===== config.mk =====
export PLATFORM = sky130hd
export DESIGN_NAME = ct_biu_lpmd_resp_flat
export DESIGN_NICKNAME = d
export VERILOG_FILES = /design/src/rtl/ct_biu_lpmd_pkg.sv /design/src/rtl/ct_biu_lpmd_resp_if.sv /design/src/rtl/ct_biu_lpmd_outstd_cnt.sv /design/src/rtl/ct_biu_lpmd_resp.sv /design/src/flat_wrapper.sv
export SDC_FILE = /design/constraint.sdc
export NUM_CORES = 1
export LEC_CHECK = 0
export CAP_MARGIN = 20
export CORE_UTILIZATION = 31
export DETAILED_ROUTE_END_ITERATION = 7
export PLACE_DENSITY = 0.63
export SETUP_SLACK_MARGIN = 0.5
export SLEW_MARGIN = 20
export SYNTH_ARGS = -nofsm -noshare
export SYNTH_HDL_FRONTEND = slang
export SYNTH_SLANG_ARGS = --single-unit

===== constraint.sdc =====
create_clock -name forever_cpuclk -period 2 [get_ports forever_cpuclk]
set_input_delay 0.4 -clock forever_cpuclk [delete_from_list [all_inputs] [get_ports forever_cpuclk]]
set_output_delay 0.4 -clock forever_cpuclk [all_outputs]
set_load 0.01 [all_outputs]

===== src/rtl/ct_biu_lpmd_pkg.sv =====
// Shared types for the BIU low-power-mode responder.
// Holds FSM state encodings and the LPMD "run" code.
package ct_biu_lpmd_pkg;

  typedef enum logic [1:0] {
    ST_RUN   = 2'b00,
    ST_DRAIN = 2'b01,
    ST_NOOP  = 2'b10,
    ST_SLEEP = 2'b11
  } lpmd_st_e;

  localparam logic [1:0] LPMD_RUN_B = 2'b11;

endpackage


===== src/rtl/ct_biu_lpmd_resp_if.sv =====
// Upstream/bus request handshake bundle seen by the LPMD responder.
// slave: the responder; master: requester + bus side.
interface ct_biu_lpmd_resp_if;

  logic up_req_vld;
  logic up_req_rdy;
  logic bus_req_vld;
  logic bus_req_rdy;
  logic bus_resp_last;

  modport slave (
    input  up_req_vld,
    input  bus_req_rdy,
    input  bus_resp_last,
    output up_req_rdy,
    output bus_req_vld
  );

  modport master (
    output up_req_vld,
    output bus_req_rdy,
    output bus_resp_last,
    input  up_req_rdy,
    input  bus_req_vld
  );

endinterface


===== src/rtl/ct_biu_lpmd_outstd_cnt.sv =====
// Outstanding bus transaction counter (inc on issue, dec on last beat).
// Ports: clk_i, rst_i, inc_i, dec_i, cnt_zero_o, cnt_full_o.
module ct_biu_lpmd_outstd_cnt #(
  parameter int unsigned W = 4
) (
  input  logic clk_i,
  input  logic rst_i,
  input  logic inc_i,
  input  logic dec_i,
  output logic cnt_zero_o,
  output logic cnt_full_o
);

  localparam logic [W-1:0] MAX = {W{1'b1}};

  logic [W-1:0] cnt_q;
  logic [W-1:0] cnt_d;
  logic         inc;
  logic         dec;

  // A stray last beat with nothing in flight is dropped.
  assign inc = inc_i & (cnt_q != MAX);
  assign dec = dec_i & (cnt_q != '0);

  always_comb begin
    cnt_d = cnt_q;
    unique case ({inc, dec})
      2'b10:   cnt_d = cnt_q + 1'b1;
      2'b01:   cnt_d = cnt_q - 1'b1;
      default: cnt_d = cnt_q;
    endcase
  end

  always_ff @(posedge clk_i) begin
    if (rst_i) cnt_q <= '0;
    else       cnt_q <= cnt_d;
  end

  assign cnt_zero_o = (cnt_q == '0);
  assign cnt_full_o = (cnt_q == MAX);

endmodule


===== src/rtl/ct_biu_lpmd_resp.sv =====
// BIU responder to the CP0 WFI no-op handshake: gate issue, drain, ack, track LPMD.
// Ports: forever_cpuclk, cpurst (sync, high), cp0_biu_no_op_req, cp0_biu_lpmd_b,
//   bus (handshake if), biu_yy_xx_no_op, biu_pad_lpmd_b, biu_lpmd_drain_tmo.
// Option: CT_BIU_LPMD_DRAIN_TMO_EN adds a drain watchdog pulse.
module ct_biu_lpmd_resp
  import ct_biu_lpmd_pkg::*;
#(
  parameter int unsigned OUTSTD_W  = 4,
  parameter int unsigned DRAIN_TMO = 1024
) (
  input  logic              forever_cpuclk,
  input  logic              cpurst,
  input  logic              cp0_biu_no_op_req,
  input  logic [1:0]        cp0_biu_lpmd_b,
  ct_biu_lpmd_resp_if.slave bus,
  output logic              biu_yy_xx_no_op,
  output logic [1:0]        biu_pad_lpmd_b,
  output logic              biu_lpmd_drain_tmo
);

  lpmd_st_e   state_q;
  lpmd_st_e   state_d;
  logic       ack_q;
  logic       ack_d;
  logic [1:0] pad_q;
  logic [1:0] pad_d;

  logic allow;
  logic issue;
  logic cnt_zero;
  logic cnt_full;
  logic lpmd_run;

  assign lpmd_run = (cp0_biu_lpmd_b == LPMD_RUN_B);

  // No_op_req blocks issue combinationally in the cycle it rises.
  assign allow = (state_q == ST_RUN) & ~cp0_biu_no_op_req & ~cnt_full;

  assign bus.bus_req_vld = allow & bus.up_req_vld;
  assign bus.up_req_rdy  = allow & bus.bus_req_rdy;
  assign issue           = bus.bus_req_vld & bus.bus_req_rdy;

  ct_biu_lpmd_outstd_cnt #(
    .W (OUTSTD_W)
  ) u_cnt (
    .clk_i      (forever_cpuclk),
    .rst_i      (cpurst),
    .inc_i      (issue),
    .dec_i      (bus.bus_resp_last),
    .cnt_zero_o (cnt_zero),
    .cnt_full_o (cnt_full)
  );

  always_comb begin
    state_d = state_q;
    pad_d   = pad_q;
    unique case (state_q)
      ST_RUN: begin
        if (cp0_biu_no_op_req) state_d = ST_DRAIN;
      end
      ST_DRAIN: begin
        // A last beat taking cnt to zero is seen one cycle later.
        if (!cp0_biu_no_op_req)
          state_d = ST_RUN;
        else if (cnt_zero && !bus.bus_resp_last)
          state_d = ST_NOOP;
      end
      ST_NOOP: begin
        if (!cp0_biu_no_op_req) begin
          state_d = ST_RUN;
        end else if (!lpmd_run) begin
          state_d = ST_SLEEP;
          pad_d   = cp0_biu_lpmd_b;
        end
      end
      ST_SLEEP: begin
        // Wake wins over a still-raised no_op_req.
        if (lpmd_run) begin
          state_d = ST_RUN;
          pad_d   = LPMD_RUN_B;
        end
      end
      default: state_d = ST_RUN;
    endcase
    ack_d = (state_d == ST_NOOP) | (state_d == ST_SLEEP);
  end

  always_ff @(posedge forever_cpuclk) begin
    if (cpurst) begin
      state_q <= ST_RUN;
      ack_q   <= 1'b0;
      pad_q   <= LPMD_RUN_B;
    end else begin
      state_q <= state_d;
      ack_q   <= ack_d;
      pad_q   <= pad_d;
    end
  end

  assign biu_yy_xx_no_op = ack_q;
  assign biu_pad_lpmd_b  = pad_q;

`ifdef CT_BIU_LPMD_DRAIN_TMO_EN
  localparam int unsigned TW = $clog2(DRAIN_TMO + 1);

  logic [TW-1:0] tmr_q;
  logic [TW-1:0] tmr_d;

  // Cleared outside DRAIN, so every DRAIN episode starts at zero;
  // saturates one past the pulse value to give a single pulse.
  always_comb begin
    tmr_d = '0;
    if (state_q == ST_DRAIN) begin
      if (tmr_q != TW'(DRAIN_TMO)) tmr_d = tmr_q + 1'b1;
      else                         tmr_d = tmr_q;
    end
  end

  always_ff @(posedge forever_cpuclk) begin
    if (cpurst) tmr_q <= '0;
    else        tmr_q <= tmr_d;
  end

  assign biu_lpmd_drain_tmo = (state_q == ST_DRAIN) &
                              (tmr_q == TW'(DRAIN_TMO - 1));
`else
  logic drain_tmo_unused;
  assign drain_tmo_unused   = (DRAIN_TMO == 0);
  assign biu_lpmd_drain_tmo = 1'b0;
`endif

endmodule


===== src/flat_wrapper.sv =====
// flat-port wrapper written by rule: the top's interface ports become plain ports
module ct_biu_lpmd_resp_flat import ct_biu_lpmd_pkg::*;
#(
  parameter int unsigned OUTSTD_W  = 4,
  parameter int unsigned DRAIN_TMO = 1024
)
  (forever_cpuclk, cpurst, cp0_biu_no_op_req, cp0_biu_lpmd_b, biu_yy_xx_no_op, biu_pad_lpmd_b, biu_lpmd_drain_tmo, bus_up_req_vld, bus_bus_req_rdy, bus_bus_resp_last, bus_up_req_rdy, bus_bus_req_vld);
  ct_biu_lpmd_resp_if bus_i ();
  input  logic forever_cpuclk;
  input  logic cpurst;
  input  logic cp0_biu_no_op_req;
  input  logic [1:0] cp0_biu_lpmd_b;
  output logic biu_yy_xx_no_op;
  output logic [1:0] biu_pad_lpmd_b;
  output logic biu_lpmd_drain_tmo;
  input wire logic [$bits(bus_i.up_req_vld)-1:0] bus_up_req_vld;
  input wire logic [$bits(bus_i.bus_req_rdy)-1:0] bus_bus_req_rdy;
  input wire logic [$bits(bus_i.bus_resp_last)-1:0] bus_bus_resp_last;
  output wire logic [$bits(bus_i.up_req_rdy)-1:0] bus_up_req_rdy;
  output wire logic [$bits(bus_i.bus_req_vld)-1:0] bus_bus_req_vld;
  assign bus_i.up_req_vld = bus_up_req_vld;
  assign bus_i.bus_req_rdy = bus_bus_req_rdy;
  assign bus_i.bus_resp_last = bus_bus_resp_last;
  assign bus_up_req_rdy = bus_i.up_req_rdy;
  assign bus_bus_req_vld = bus_i.bus_req_vld;
  ct_biu_lpmd_resp #(.OUTSTD_W(OUTSTD_W), .DRAIN_TMO(DRAIN_TMO)) u_core (.forever_cpuclk(forever_cpuclk), .cpurst(cpurst), .cp0_biu_no_op_req(cp0_biu_no_op_req), .cp0_biu_lpmd_b(cp0_biu_lpmd_b), .bus(bus_i), .biu_yy_xx_no_op(biu_yy_xx_no_op), .biu_pad_lpmd_b(biu_pad_lpmd_b), .biu_lpmd_drain_tmo(biu_lpmd_drain_tmo));
endmodule

# Yosys cells after proc, flatten, opt, wreduce, memory -nomap -nowiden
# Index checks and enable logic that the tools add are counted.
op_classes:
  div: 0
  shift: 0
  n_addsub: 2
  eq_ne: 13
  multipliers: 0
  n_reduce_logical: 8
  magnitude_cmp: 0
  mux: 12
  bitwise_logic: 10
op_table:
  columns: ["cell", "count"]
  rows:
  - ["two-way mux 2 bit", 9]
  - ["== test 2 bit (second input constant)", 6]
  - ["one-hot mux 2 bit (4 select lines)", 1]
  - ["one-hot mux 4 bit (2 select lines)", 1]
  - ["AND 1 bit", 7]
  - ["adder 4 x 1 -> 4 bit (second input constant)", 1]
  - ["== test 2 x 1 -> 1 bit (second input constant)", 2]
  - ["== test 4 bit (second input constant)", 1]
  - ["zero test 4 bit", 1]
  - ["!= test 2 bit (second input constant)", 2]
  - ["!= test 4 bit (second input constant)", 1]
  - ["one-hot mux 2 bit (2 select lines)", 1]
  - ["AND reduction 4 bit", 1]
  - ["nonzero test 2 bit", 2]
  - ["nonzero test 4 bit", 1]
  - ["subtractor 4 x 1 -> 4 bit (second input constant)", 1]
  - ["zero test 2 bit", 1]
  - ["!= test 2 x 1 -> 1 bit (second input constant)", 1]
  - ["inverter 1 bit", 2]
  - ["logical AND 1 bit", 1]
  - ["zero test 1 bit", 1]
  - ["bitwise OR 1 bit", 1]
word_totals:
  inputBits: 8
  ff_bits: 9
  ramBits: 0
  romBits: 0
  memories: 0
  output_inout_bits: 6
  elab_cells: 49
  latchBits: 0

# Longest topological paths before layout
depth:
  ltp_word: 8
  depth_mapped: 11
  depth_no_buf: 11

# Modules after synthesis
# A second synthesis with hierarchy kept.
unflattened:
  cells_unflattened: 58
  hier_area_um2: 493.0
by_module_without_submodules:
  columns: ["mod", "area_each_um2", "n_inst", "seq_area_each_um2", "cells_each"]
  rows:
  - ["ct_biu_lpmd_outstd_cnt", 272.8, 1, 80.1, 33]
  - ["ct_biu_lpmd_resp", 220.2, 1, 80.1, 25]

# Least setup slack after synthesis
# Ideal clock, no wire load.
synth_path:
  path_type: "input-to-reg"
  from: "in cp0_biu_no_op_req"
  to: "reg u_core.u_cnt.cnt_q[2]"
  arrival_ns: 2.372
  stages: 11
  n_path_buf: 0
  required_time_ns: 1.930
  path_slack_ns: -0.443
  setup_time_ns: 0.070
  cell_sequence: "nor2_1 > o21ai_0 > nor3b_1 > nand2_1 > ha_1 > xor2_1 > ha_1 > a21oi_1 > xor2_1 > or3_1 > a21oi_1"
synth_between:
  elab_chain_cells: 8
  elab_cells_between_ends: 10
  classes_between: "eq/ne (2); mux (1); bitwise (6); reduce/logical (1)"
synth_rtl:
  columns: ["element", "line", "source"]
  rows:
  - ["start, declared", "flat_wrapper.sv:11", "input logic cp0_biu_no_op_req;"]
  - ["inverter 1 bit (*)", "ct_biu_lpmd_resp.sv:37", "assign allow = (state_q == ST_RUN) & ~cp0_biu_no_op_req & ~cnt_full;"]
  - ["AND 1 bit (*) (2 in series)", "ct_biu_lpmd_resp.sv:37", null]
  - ["AND 1 bit (*)", "ct_biu_lpmd_resp.sv:39", "assign bus.bus_req_vld = allow & bus.up_req_vld;"]
  - ["named net bus_bus_req_vld", "flat_wrapper.sv:20", "output wire logic [$bits(bus_i.bus_req_vld)-1:0] bus_bus_req_vld;"]
  - ["AND 1 bit (*)", "ct_biu_lpmd_resp.sv:41", "assign issue = bus.bus_req_vld & bus.bus_req_rdy;"]
  - ["AND 1 bit (*)", "ct_biu_lpmd_outstd_cnt.sv:22", "assign inc = inc_i & (cnt_q != MAX);"]
  - ["== test 2 x 1 -> 1 bit / == test 2 bit (equally long branches)", "ct_biu_lpmd_outstd_cnt.sv:27", "unique case ({inc, dec})"]
  - ["one-hot mux 4 bit (2 select lines) / nonzero test 2 bit (equally long branches)", null, null]
  - ["end signal, assigned", "ct_biu_lpmd_outstd_cnt.sv:36", "else cnt_q <= cnt_d;"]
  - ["end, declared", "ct_biu_lpmd_outstd_cnt.sv:16", "logic [W-1:0] cnt_q;"]
# The timed path passes the listed nets; every way through them passes the cells marked *.
# A chain may end at the register's enable or synchronous reset.

# Worst setup path after layout
layout_path:
  from: "reg u_core.state_q[0]"
  to: "reg u_core.u_cnt.cnt_q[2]"
layout_between:
  elab_chain_cells: 8
  elab_cells_between_ends: 10
  classes_between: "eq/ne (2); mux (1); bitwise (5); reduce/logical (2)"
layout_rtl:
  columns: ["element", "line", "source"]
  rows:
  - ["start, declared", "ct_biu_lpmd_resp.sv:21", "lpmd_st_e state_q;"]
  - ["start signal, assigned", "ct_biu_lpmd_resp.sv:94", "state_q <= state_d;"]
  - ["zero test 2 bit (*)", "ct_biu_lpmd_resp.sv:37", null]
  - ["AND 1 bit (*) (2 in series)", "ct_biu_lpmd_resp.sv:37", null]
  - ["AND 1 bit (*)", "ct_biu_lpmd_resp.sv:39", null]
  - ["AND 1 bit (*)", "ct_biu_lpmd_resp.sv:41", null]
  - ["AND 1 bit (*)", "ct_biu_lpmd_outstd_cnt.sv:22", null]
  - ["== test 2 x 1 -> 1 bit / == test 2 bit (equally long branches)", "ct_biu_lpmd_outstd_cnt.sv:27", null]
  - ["one-hot mux 4 bit (2 select lines) / nonzero test 2 bit (equally long branches)", null, null]
# Every way passes the cells marked *; elsewhere a longest branch is shown, timed or not.

==> impl_metrics.toml <==
[outcome]
outcome = "complete, but fails checks"
violations = "setup timing"

[drt]
drc = 0
via_per_inst = 4.96
routed_wl_um = 1380
first_pass_iters = 3
drt_iter0_markers = 8
vias = 580
ant_nets = 0
wire_per_inst_um = 11.8

[global_route]
grt_overflow = 0
grtUsageTotal_pct = 16.1
antenna_found_initial = 0
grt_max_degree = 11
grt_pass1_wl_um = 2220
grt_pass1_vias = 520

[place]
pre_cts_slack_ns = -0.651
dp_hpwl_um = 979
dpl_cell_area_um2 = 807
gp_congestion = 0.747
port-buffer-count = 12
dp_cells = 106

[clocking]
root_buffer = "clkbuf_4"
clk_path_buf_depth = 2
h-tree-depth = 1
cts_tree = "built"
clk_latency_ns = 0.25
cts.clk_slew.worst_paths_ns = 0.06
cts_buffers = 3
clkSinkCount = 9

[final_layout]
drive_above_1_share_pct = 46.5
finalNonFillerCells = 117
final_cell_area_um2 = 952
antenna_cells = 0
nets = 113
area_growth_pct = 75.8

[timing]
fin_crit_sh_pct = 107
fin_crit_ns = 2.14
setup_slack_ns = -0.141
fmax_mhz = 467
finalSetupViolations = 3
finalHoldViolations = 0
rsz0062_at_grt = "yes"
drv_slew = 0
skew_ns = 0.00270

[floorplan]
die_area_um2 = 1920
rows = 14
initial_utilization_pct = 34.4
die_w_um = 43.8
io_pins = 14
die_h_um = 43.8
core_um2 = 1580

[pwr]
irDropWorstVdd_mv = 0.622
p_seq_share_pct = 28.8
power_density_nw_per_um2 = 844
p_int_uw = 539
comb_power_share_pct = 54.7
p_sw_uw = 264
p_leak_uw = 0.000419
p_clk_share_pct = 16.5
switching_share_pct = 32.9

[yosys]
synth_nets = 78
yosys.area.top_type_share_pct = 33.3
yosysUniqueCellTypes = 23
syn_area_per_cell_um2 = 8.09
synth_seq_cells = 9
postSynthCellCount = 67
synth_area_leaders = "dfxtp_1 (33%), a21oi_1 (8.3%), ha_1 (6.9%), nand2_1 (5.5%), xor2_1 (4.8%)"
synth-seq-area-share_pct = 33.3
synth_top_area_cell = "dfxtp_1"
yosysWarnings = 0
synth_area_um2 = 542

[hold_path]
min_path_type = "register to register"

[critical_path]
crit_path_start_kind = "register"
worstSetupPathType = "register to register"
cp-end-kind = "register"
arrival_ns = 2.33
crit_fanout = 4
crit_required_ns = 2.18

[job]
cap_violations = 0
layout by cell type (no fill, tap or decap), drive strengths merged:
cell type and count:
or3b 1, dlymetal6s2s 1, nand2b 2, clkdlybuf4s50 5, nand3b 3, a31oi 1, a32o 1, nor3b 3
or3 1, nor2 5, nor2b 3, conb 1, mux2i 1, nor4 1, dfxtp 9, nand2 8
o21ai 6, clkbuf 4, buf 23, a21oi 9, dlygate4sd2 4, xor2 3, ha 3, mux2 1
o21bai 2
final cells by class:
| class | instances | area (um2) |
|---|---|---|
| clock buffers | 4 | 26.3 |
| repair buffers | 33 | 273 |
| fillers | 148 | 624 |
| well taps | 16 | 20.0 |
| flip-flops and latches | 9 | 183 |
| multi-input cells | 55 | 450 |
repair_timing:
item                       in CTS  in global routing
buffers inserted                6                  1
gates resized for setup        26                  4
pin swaps                      11                 11
setup endpoints to repair       8                  7
hold buffers                    0                  0
Yosys cell counts:
| cell type | instances |
|---|---|
| nor3b_1 | 3 |
| nand2b_1 | 2 |
| nand3b_1 | 3 |
| a32o_2 | 1 |
| a31oi_1 | 1 |
| mux2i_1 | 1 |
| nor2b_1 | 3 |
| a21oi_1 | 9 |
| mux2_4 | 1 |
| conb_1 | 1 |
| clkbuf_1 | 2 |
| or3_1 | 1 |
| ha_1 | 3 |
| dfxtp_1 | 9 |
| nor2_1 | 5 |
| o21bai_1 | 2 |
| xor2_1 | 3 |
| buf_4 | 1 |
| nor4_1 | 1 |
| o21ai_0 | 5 |
| nand2_1 | 8 |
| o21ai_1 | 1 |
| or3b_1 | 1 |
worst paths after layout:
path                                          startpoint                        to  slack, ns  cells after the start
worst max-delay path                   u_core.state_q[0]     u_core.u_cnt.cnt_q[2]      -0.14                     11
worst min-delay path            u_core.biu_pad_lpmd_b[0]  u_core.biu_pad_lpmd_b[0]       0.54                      2
worst max register to register         u_core.state_q[0]     u_core.u_cnt.cnt_q[2]      -0.14                     11
worst min register to register  u_core.biu_pad_lpmd_b[0]  u_core.biu_pad_lpmd_b[0]       0.54                      2
worst max-delay path: stages, from the launching register on:
cell and delay (ns):
dfxtp_2 0.33, nor2_4 0.13, o21ai_4 0.08, nor3b_4 0.21
nand2_2 0.11, ha_4 0.19, xor2_2 0.14, ha_2 0.17
a21oi_2 0.11, xor2_1 0.10, or3_4 0.39, a21oi_2 0.11
stage by stage:
stage	hold WS (ns)	utilization [%]	power, uW	setup TNS (ns)
final	0.544	60.4	803	-0.253
after global routing	0.564	60.4	868	-0.529
after detailed placement	0.537	51.2	583	-2.30
after CTS	0.545	58.7	797	-0.238
after global placement	0.527	51.2	575	-1.86
after floorplan	0.497	-	425	-0.198
metal layers:
layer  routed length [um]  vias to the layer above  track usage (%)
met1                  552                      268             16.5
li1                     -                      302                -
met2                  765                       10             30.4
met3                   59                        0             6.25
met5                    0                        -                0
met4                    0                        0             3.75
flip-flops by register name, indices dropped and copies added, names as in the netlist:
register and count:
u_core.biu_yy_xx_no_op 1, u_core.biu_pad_lpmd_b 2, u_core.state_q 2, u_core.u_cnt.cnt_q 4
kinds of logic (layout without fill, tap and decap cells):
family	after synthesis	after routing	share of synthesized area, %
flops	9	9	33.3
xor+xnor	3	3	4.85
mux	2	2	4.62
simple gates	27	27	27.0
compound gates	19	19	19.9
fa+ha+maj	3	3	6.93
other cells	1	1	0.692
buf+inv	3	37	2.77
power groups by stage:
stage / sequential, uW / clock, uW / combinational (uW)
2_1_floorplan: 236 / 0 / 188
5_1_grt: 234 / 157 / 478
3_3_place_gp: 225 / 0 / 349
3_5_place_dp: 226 / 0 / 357
6_report: 231 / 132 / 440
4_1_cts: 230 / 140 / 427
(Power assumes the default switching activity.)
